**src/rtl/run_ctrl.sv**
```systemverilog
`default_nettype none
// ============================================================================
// Module      : run_ctrl
// Description : Run controller for the 16-bit RISC core. Holds the core in
//               reset for RST_CYCLES after start, counts RUN cycles until the
//               core halts or the run times out, then streams the register
//               file out over a valid/ready dump port.
// Ports       : clk, rst         - clock, synchronous active-high reset
//               start            - begin a run (IDLE or DONE only)
//               cpu_rst          - reset to the core
//               cpu_halted       - core halted flag (sampled in RUN only)
//               dbg_raddr/rdata  - register-file debug read port
//               dump_valid/ready - dump handshake
//               dump_idx/data    - dumped register index and value
//               cycle_count      - RUN cycles in current/last run
//               busy/done        - status; timed_out - last run timed out
// Revision    : 1.0 - initial release
// ============================================================================
module run_ctrl #(
   parameter int DATA_W     = 16,
   parameter int NREGS      = 16,
   parameter int REG_AW     = 4,
   parameter int RST_CYCLES = 2,
   parameter int TIMEOUT    = 1000,
   parameter int CNT_W      = 32
) (
   input  logic              clk,
   input  logic              rst,
   input  logic              start,
   output logic              cpu_rst,
   input  logic              cpu_halted,
   output logic [REG_AW-1:0] dbg_raddr,
   input  logic [DATA_W-1:0] dbg_rdata,
   output logic              dump_valid,
   input  logic              dump_ready,
   output logic [REG_AW-1:0] dump_idx,
   output logic [DATA_W-1:0] dump_data,
   output logic [CNT_W-1:0]  cycle_count,
   output logic              busy,
   output logic              done,
   output logic              timed_out
);

   typedef enum logic [2:0] {
      S_IDLE  = 3'd0,
      S_RESET = 3'd1,
      S_RUN   = 3'd2,
      S_DUMP  = 3'd3,
      S_DONE  = 3'd4
   } state_t;

   // Reset counter only needs to reach RST_CYCLES-1.
   localparam int              c_rcnt_w   = (RST_CYCLES > 1) ? $clog2(RST_CYCLES) : 1;
   localparam logic [c_rcnt_w-1:0] c_rcnt_last = c_rcnt_w'(RST_CYCLES - 1);
   localparam logic [CNT_W-1:0]    c_timeout   = CNT_W'(TIMEOUT);
   localparam logic [REG_AW-1:0]   c_last_idx  = REG_AW'(NREGS - 1);

   state_t              r_state,       w_state_nxt;
   logic                r_cpu_rst,     w_cpu_rst_nxt;
   logic [REG_AW-1:0]   r_dbg_raddr,   w_dbg_raddr_nxt;
   logic                r_dump_valid,  w_dump_valid_nxt;
   logic [REG_AW-1:0]   r_dump_idx,    w_dump_idx_nxt;
   logic [DATA_W-1:0]   r_dump_data,   w_dump_data_nxt;
   logic [CNT_W-1:0]    r_cycle_count, w_cycle_count_nxt;
   logic                r_done,        w_done_nxt;
   logic                r_timed_out,   w_timed_out_nxt;
   logic [c_rcnt_w-1:0] r_rst_cnt,     w_rst_cnt_nxt;
   logic [CNT_W-1:0]    w_cnt_inc;

   // Saturating increment: the counter sticks at all-ones instead of wrapping.
   assign w_cnt_inc = (&r_cycle_count) ? r_cycle_count : r_cycle_count + 1'b1;

   always_ff @(posedge clk) begin
      if (rst) begin
         r_state       <= S_IDLE;
         r_cpu_rst     <= 1'b1;
         r_dbg_raddr   <= '0;
         r_dump_valid  <= 1'b0;
         r_dump_idx    <= '0;
         r_dump_data   <= '0;
         r_cycle_count <= '0;
         r_done        <= 1'b0;
         r_timed_out   <= 1'b0;
         r_rst_cnt     <= '0;
      end else begin
         r_state       <= w_state_nxt;
         r_cpu_rst     <= w_cpu_rst_nxt;
         r_dbg_raddr   <= w_dbg_raddr_nxt;
         r_dump_valid  <= w_dump_valid_nxt;
         r_dump_idx    <= w_dump_idx_nxt;
         r_dump_data   <= w_dump_data_nxt;
         r_cycle_count <= w_cycle_count_nxt;
         r_done        <= w_done_nxt;
         r_timed_out   <= w_timed_out_nxt;
         r_rst_cnt     <= w_rst_cnt_nxt;
      end
   end

   always_comb begin
      w_state_nxt       = r_state;
      w_cpu_rst_nxt     = r_cpu_rst;
      w_dbg_raddr_nxt   = r_dbg_raddr;
      w_dump_valid_nxt  = r_dump_valid;
      w_dump_idx_nxt    = r_dump_idx;
      w_dump_data_nxt   = r_dump_data;
      w_cycle_count_nxt = r_cycle_count;
      w_done_nxt        = r_done;
      w_timed_out_nxt   = r_timed_out;
      w_rst_cnt_nxt     = r_rst_cnt;

      case (r_state)
         S_IDLE: begin
            w_cpu_rst_nxt = 1'b1;
            if (start) begin
               w_state_nxt       = S_RESET;
               w_cycle_count_nxt = '0;
               w_done_nxt        = 1'b0;
               w_timed_out_nxt   = 1'b0;
               w_rst_cnt_nxt     = '0;
            end
         end

         S_RESET: begin
            w_cpu_rst_nxt = 1'b1;
            if (r_rst_cnt == c_rcnt_last) begin
               // Release is registered so cpu_rst is low on the first RUN cycle.
               w_state_nxt   = S_RUN;
               w_cpu_rst_nxt = 1'b0;
            end else begin
               w_rst_cnt_nxt = r_rst_cnt + 1'b1;
            end
         end

         S_RUN: begin
            w_cpu_rst_nxt = 1'b0;
            if (cpu_halted) begin
               // Halt takes priority over a coincident timeout.
               w_state_nxt      = S_DUMP;
               w_dbg_raddr_nxt  = '0;
               w_dump_valid_nxt = 1'b0;
            end else begin
               w_cycle_count_nxt = w_cnt_inc;
               if (w_cnt_inc == c_timeout) begin
                  w_state_nxt     = S_DONE;
                  w_timed_out_nxt = 1'b1;
                  w_done_nxt      = 1'b1;
                  w_cpu_rst_nxt   = 1'b1;
               end
            end
         end

         S_DUMP: begin
            // Core is kept out of reset so its register file stays readable.
            w_cpu_rst_nxt = 1'b0;
            if (!r_dump_valid) begin
               w_dump_data_nxt  = dbg_rdata;
               w_dump_idx_nxt   = r_dbg_raddr;
               w_dump_valid_nxt = 1'b1;
            end else if (dump_ready) begin
               w_dump_valid_nxt = 1'b0;
               if (r_dump_idx == c_last_idx) begin
                  w_state_nxt   = S_DONE;
                  w_done_nxt    = 1'b1;
                  w_cpu_rst_nxt = 1'b1;
               end else begin
                  w_dbg_raddr_nxt = r_dbg_raddr + 1'b1;
               end
            end
         end

         S_DONE: begin
            w_cpu_rst_nxt = 1'b1;
            w_done_nxt    = 1'b1;
            if (start) begin
               w_state_nxt       = S_RESET;
               w_cycle_count_nxt = '0;
               w_done_nxt        = 1'b0;
               w_timed_out_nxt   = 1'b0;
               w_rst_cnt_nxt     = '0;
            end
         end

         default: begin
            w_state_nxt   = S_IDLE;
            w_cpu_rst_nxt = 1'b1;
         end
      endcase
   end

   assign cpu_rst     = r_cpu_rst;
   assign dbg_raddr   = r_dbg_raddr;
   assign dump_valid  = r_dump_valid;
   assign dump_idx    = r_dump_idx;
   assign dump_data   = r_dump_data;
   assign cycle_count = r_cycle_count;
   assign done        = r_done;
   assign timed_out   = r_timed_out;
   assign busy        = (r_state == S_RESET) || (r_state == S_RUN) || (r_state == S_DUMP);

endmodule
`default_nettype wire

```
**config.mk**
```make
export PLATFORM = sky130hd
export DESIGN_NAME = run_ctrl
export DESIGN_NICKNAME = d
export VERILOG_FILES = /design/src/rtl/run_ctrl.sv
export SDC_FILE = /design/constraint.sdc
export NUM_CORES = 1
export LEC_CHECK = 0
export BUFFER_PORTS_ARGS = -buffer_cell sky130_fd_sc_hd__buf_2
export CAP_MARGIN = 0
export CORE_UTILIZATION = 30
export CTS_BUF_LIST = sky130_fd_sc_hd__clkbuf_16
export DETAILED_ROUTE_END_ITERATION = 10
export HOLD_SLACK_MARGIN = 0.06
export SYNTH_ARGS = -nofsm -noshare
export SYNTH_HDL_FRONTEND = slang
export SYNTH_SLANG_ARGS = --single-unit
```
**constraint.sdc**
```tcl
create_clock -name clk -period 4.6 [get_ports clk]
set_input_delay 0.92 -clock clk [delete_from_list [all_inputs] [get_ports clk]]
set_output_delay 0.92 -clock clk [all_outputs]
set_load 0.005 [all_outputs]
```
Word-level counts from Yosys, hierarchy flattened
Cells that the tools add are included.

cells by class
  mux-type cells = 39
  equal/unequal tests = 17
  bitwise logic cells = 1
  reductions and logical operators = 17
  $add $sub $neg = 3

operator list
  cell                                                                number
  32-bit 2-to-1 mux                                                   3
  32-bit case mux with 2 select lines                                 1
  32-bit by 1-bit adder with 32-bit output (second input constant)    1
  32-bit by 10-bit == test with 1-bit output (second input constant)  1
  32-bit AND reduction                                                1
  3-bit 2-to-1 mux                                                    7
  2-bit inequality test (second input constant)                       9
  1-bit 2-to-1 mux                                                    17
  4-bit 2-to-1 mux                                                    4
  3-bit case mux with 4 select lines                                  1
  4-bit case mux with 2 select lines                                  1
  7-bit AND reduction                                                 1
  3-bit by 2-bit == test with 1-bit output (second input constant)    2
  1-bit case mux with 2 select lines                                  3
  2-bit AND reduction                                                 3
  6-bit AND reduction                                                 1
  2-bit nonzero test                                                  3
  5-bit AND reduction                                                 1
  4-bit by 1-bit adder with 4-bit output (second input constant)      1
  4-bit == test (second input constant)                               1
  1-bit case mux with 4 select lines                                  1
  4-bit AND reduction                                                 1
  4-bit nonzero test                                                  1
  3-bit by 1-bit == test with 1-bit output (second input constant)    1
  other kinds (10)                                                    11

word-level totals
  logic and storage cells = 87
  output and inout bits = 61
  register bits = 64
  input bits = 21

Logic depth before layout (Yosys ltp)
  depth in word-level cells = 6
  depth in mapped cells = 12
  gate-level depth less buffers = 9

Least setup slack after synthesis
No wires, ideal clock.

  path type = flip-flop to flip-flop
  start point = reg r_cycle_count[0] (netlist: cycle_count[0])
  end point = reg r_state[2]
  required time = 4.527 ns
  cell stages (with the launch flop) = 11
  setup slack = 1.849 ns
  setup time = 0.073 ns
  period minus slack after synthesis = 2.751 ns
  arrival = 2.678 ns
  path buffers = 1
  path through = dfxtp_1 -> ha_1 -> buf_2 -> and4_2 -> nand4_4 -> nand2b_4 -> or4b_4 -> a211oi_2 -> nand4_1 -> o31ai_2 -> nor3b_2

between the ends
  cells in the longest elaborated chain, start to end = 5
  elaborated cells on any way between the ends = 6
  those cells by class = add/sub: 1; eq/ne: 2; mux: 1; reduce/logical: 2

ends and longest elaborated chain
  item                                                                              RTL line  source
  from (decl)                                                                       64        logic [CNT_W-1:0] r_cycle_count, w_cycle_count_nxt;
  from (signal assigned)                                                            92        r_cycle_count <= w_cycle_count_nxt;
  32-bit by 1-bit adder with 32-bit output or 32-bit AND reduction (tied branches)  71        assign w_cnt_inc = (&r_cycle_count) ? r_cycle_count : r_cycle_count + 1'b1;
  32-bit 2-to-1 mux *                                                               71
  32-bit by 10-bit == test with 1-bit output *                                      143       if (w_cnt_inc == c_timeout) begin
  3-bit inequality test (no line) *                                                 -
  6-bit AND reduction (no line) *                                                   -
  to (signal assigned)                                                              86        r_state <= w_state_nxt;
  to (decl)                                                                         58        state_t r_state, w_state_nxt;

Mark *: on every way between the ends. The rest lies on a longest branch, timed or not.
A chain may end at the register's enable or synchronous reset.

Worst setup path in the final report
Ends and elaborated chain as after synthesis.

==> reports/results.ini <==
[status]
run_status = completed

[clocking]
cts_hold_buf = 0
clk_latency_ns = 0.34
clock_transition_at_the_register_clock_pins_on_the_worst_setup_and_hold_paths_after_cts_ns = 0.06
clock_sink_count = 64
clock_buffer_count_from_cts = 9
cts-resized-gates = 0
cts_tree = built
deepest_clock_path_buffer_count = 2
clock-root-buffer = clkbuf_16
htree_levels = 3
post-cts-setup-buffers = 0

[placement]
last_weighted_congestion_value_of_the_routability_driven_placer = 0.9893
detailed_place_hpwl_mm = 9.130
port_buffer_count = 81
placedCellCount = 741

[power_and_ir_drop]
power.sequential.fraction = 0.404
p_sw_w = 0.0003435
part_of_the_power_in_the_clock_network = 0.537
comb_power_share = 0.059
internal_power_w = 0.001070
total_power_divided_by_cell_area_nw_per_um2 = 301.5
power_leakage_nw = 1.717
ir_worst_vdd_mv = 0.1787
power_switching_share = 0.2430

[critical_path]
worst-path-stages = 9
critical_path_arrival_ns = 3.59
crit_family = simple AND/OR/NAND/NOR gates
critical_path_peak_fanout = 17
worst_setup_path_start = cycle_count[0]$_SDFFE_PP0P_
timing_worst_setup_path_type = flop to flop
timing.critical_path.required_ns = 4.87
critPathCaptureType = flop
cp.buffers_inverters = 0
timing.critical_path.cells = ha_1, nand4_1, nor4_2, and3_1, o21ai_0, a211oi_1, nand4_1, o31ai_2, nor3b_2
endpoint_of_the_worst_register_to_register_path = r_state[2]$_SDFFE_PP0P_
reg2reg_setup_slack_ns = 1.28
crit_path_top_delay_cell = and3_1
rr_startpoint = cycle_count[0]$_SDFFE_PP0P_
worst_reg_to_reg_path_cell_count = 9
worstSetupStartpointType = flop
cpMostUsedCell = nand4_1
critical_path.endpoint = r_state[2]$_SDFFE_PP0P_
crit_path_max_incr_delay_ns = 0.66

[yosys]
synth.top_cell.area_share = 0.3257
syn-instance-count = 523
synth_async_sr_flop_share = 0
post_synth_edffs = 0
synth.cell_area_um2 = 3934
netlist-cell-type-count = 70
syn-num-nets = 546
yosysSeqAreaShare = 0.3257
netlist_top_cells_count = nand2_1, dfxtp_1, nor2_1, a21oi_1, o21ai_0
synth_top_cell_by_area = dfxtp_1
yosysMostFrequentCell = nand2_1
synth_top_flop_cell = dfxtp_1
postSynthAreaPerCell_um2 = 7.522
synth_warnings = 0
ys_ff_latch = 64
synth.area.top_cells = dfxtp_1, nand2_1, a21oi_1

[die]
die_area_um2 = 13570
core.rowCount = 41
initial_core_util = 0.3092
floorplan.die.width_um = 116.5
io_pins = 82
die_y_um = 116.5
floorplan.core_area_um2 = 12720

[route]
drc = 0
drt-vias-per-instance = 5.653
firstDrtPassIters = 5
routedWlPerCell_um = 16.76
ant_nets = 0
drtIter0Drc = 421
route.vias.total = 4279
totalWireLength_mm = 12.69

[cells_and_area]
drive_above_1_share = 0.2188
layout.filler_cells = 1354
nNetsFinal = 603
layout-area-overhead-vs-synth_pct = 19.18
multi_input_comb_area_um2 = 2405
layoutNonFillerInstCount = 757
seq_area_um2 = 1281
num_antenna_cells = 0
final_core_util = 0.3685

[grt]
globalRouteOverflowTotal = 0
grt_first_pass_wirelength_mm = 19.73
largest_net_degree_at_the_start_of_global_routing = 43
grt_util_all_layers = 0.1888
antenna_found_initial = 0
first_global_vias = 3742

[timing]
fin_worst_skew_ns = 0.01190
setup_viol_count_final = 0
hold_ws_ns = 0.4536
tightestPinTransition_ns = 1.183
period_needed_ns = 3.323
finalMaxSlewViolations = 0
timing.slew.headroom = 0.2083
hold_viol_final = 0
final.period_utilization = 0.7223
rsz0062_at_grt = false
setup_tns_ns = 0
fmax_ghz = 0.3010

[hold_path]
min-delay-path-class = flop to flop
timing.hold.worst_path_depth = 2

[job]
max_cap_viol_count = 0

worst reg2reg max path, delay by kind of cell (launching register included):
kind / cells / cell delay, ns
and+or+nand+nor: 5 / 1.49
AOI/OAI and AO/OA: 3 / 0.83
DFF: 1 / 0.47
adders and majority gates: 1 / 0.45
state kept, by name (all words and copies together), names as in the netlist:
signal       flops
cpu_rst          1
cycle_count     32
dbg_raddr        4
done             1
dump_data       16
dump_idx         4
dump_valid       1
r_rst_cnt        1
r_state          3
timed_out        1
worst min-delay path by stage:
stage                                          start                         end  slack (ns)
after floorplan            dump_data[0]$_SDFFE_PP0P_   dump_data[0]$_SDFFE_PP0P_        0.45
after global placement    dump_data[11]$_SDFFE_PP0P_  dump_data[11]$_SDFFE_PP0P_        0.44
after detailed placement  dump_data[10]$_SDFFE_PP0P_  dump_data[10]$_SDFFE_PP0P_        0.45
after CTS                 dump_data[10]$_SDFFE_PP0P_  dump_data[10]$_SDFFE_PP0P_        0.45
after global routing      dump_data[10]$_SDFFE_PP0P_  dump_data[10]$_SDFFE_PP0P_        0.47
final                      dump_data[7]$_SDFFE_PP0P_   dump_data[7]$_SDFFE_PP0P_        0.45
layer usage:
metal / track usage / wire length [µm] / vias up
met3: 0.04567 / 1073 / 31
met2: 0.2840 / 5826 / 198
met5: 0 / 0 / -
li1: - / - / 2023
met4: 0.08120 / 295 / 0
met1: 0.2557 / 5493 / 2027
power by group through the flow:
| stage | sequential, W | clock [W] | combinational (W) |
|---|---|---|---|
| floorplan | 0.000579 | 0 | 0.0000536 |
| global placement | 0.000582 | 0 | 0.0000827 |
| detailed placement | 0.000582 | 0 | 0.0000825 |
| CTS | 0.000570 | 0.000773 | 0.0000830 |
| global route | 0.000571 | 0.000797 | 0.0000913 |
| finish | 0.000570 | 0.000759 | 0.0000838 |
stage by stage:
| stage | total power (W) | cell area (µm²) | setup slack, ns |
|---|---|---|---|
| after detailed placement | 0.0006649 | 4359 | 1.363 |
| after CTS | 0.001426 | 4688 | 1.345 |
| after floorplan | 0.0006325 | 3934 | 1.849 |
| after global placement | 0.0006650 | 4359 | 1.394 |
| after global routing | 0.001460 | 4688 | 0.9865 |
| final | 0.001413 | 4688 | 1.277 |
layout make-up:
class                      count  share of cell area
clock buffer                   9             0.04804
clock inverter                 7             0.02215
inverter                       8            0.006405
multi-input combinational    413              0.5129
sequential                    64              0.2733
tap                          172             0.04590
timing repair buffer          84             0.09127
cell families after synthesis:
| group | after synthesis | synth area share |
|---|---|---|
| and+or+nand+nor | 263 | 0.3546 |
| AOI/OAI and AO/OA | 130 | 0.2083 |
| DFF | 64 | 0.3257 |
| buffers and inverters | 46 | 0.06298 |
| xor gates and xnor gates | 13 | 0.02894 |
| muxes | 5 | 0.01304 |
| adders and majority gates | 2 | 0.006360 |
layout by cell type, fill, tap and decap left out, drive strengths merged, types with 2 or more instances in the layout:
| cell type | n |
|---|---|
| nand2 | 87 |
| buf | 84 |
| dfxtp | 64 |
| nor2 | 53 |
| a21oi | 50 |
| o21ai | 25 |
| nand3 | 25 |
| nand4 | 21 |
| nor3 | 15 |
| a311oi | 13 |
| a31oi | 13 |
| nor4 | 11 |
| clkbuf | 9 |
| inv | 9 |
| xnor2 | 8 |
| or3 | 8 |
| or4 | 7 |
| and3 | 6 |
| or2 | 5 |
| xor2 | 5 |
| nand2b | 5 |
| and4 | 5 |
| mux2i | 4 |
| clkinv | 4 |
| a211oi | 4 |
| nor2b | 3 |
| a41oi | 3 |
| o211ai | 3 |
| and2 | 3 |
| o31a | 2 |
| o21a | 2 |
| o22ai | 2 |
| a22o | 2 |
| ha | 2 |
| bufinv | 2 |
| a22oi | 2 |
| o31ai | 2 |
| nor3b | 2 |
| a21o | 2 |
Power figures use the tool's default switching activity.
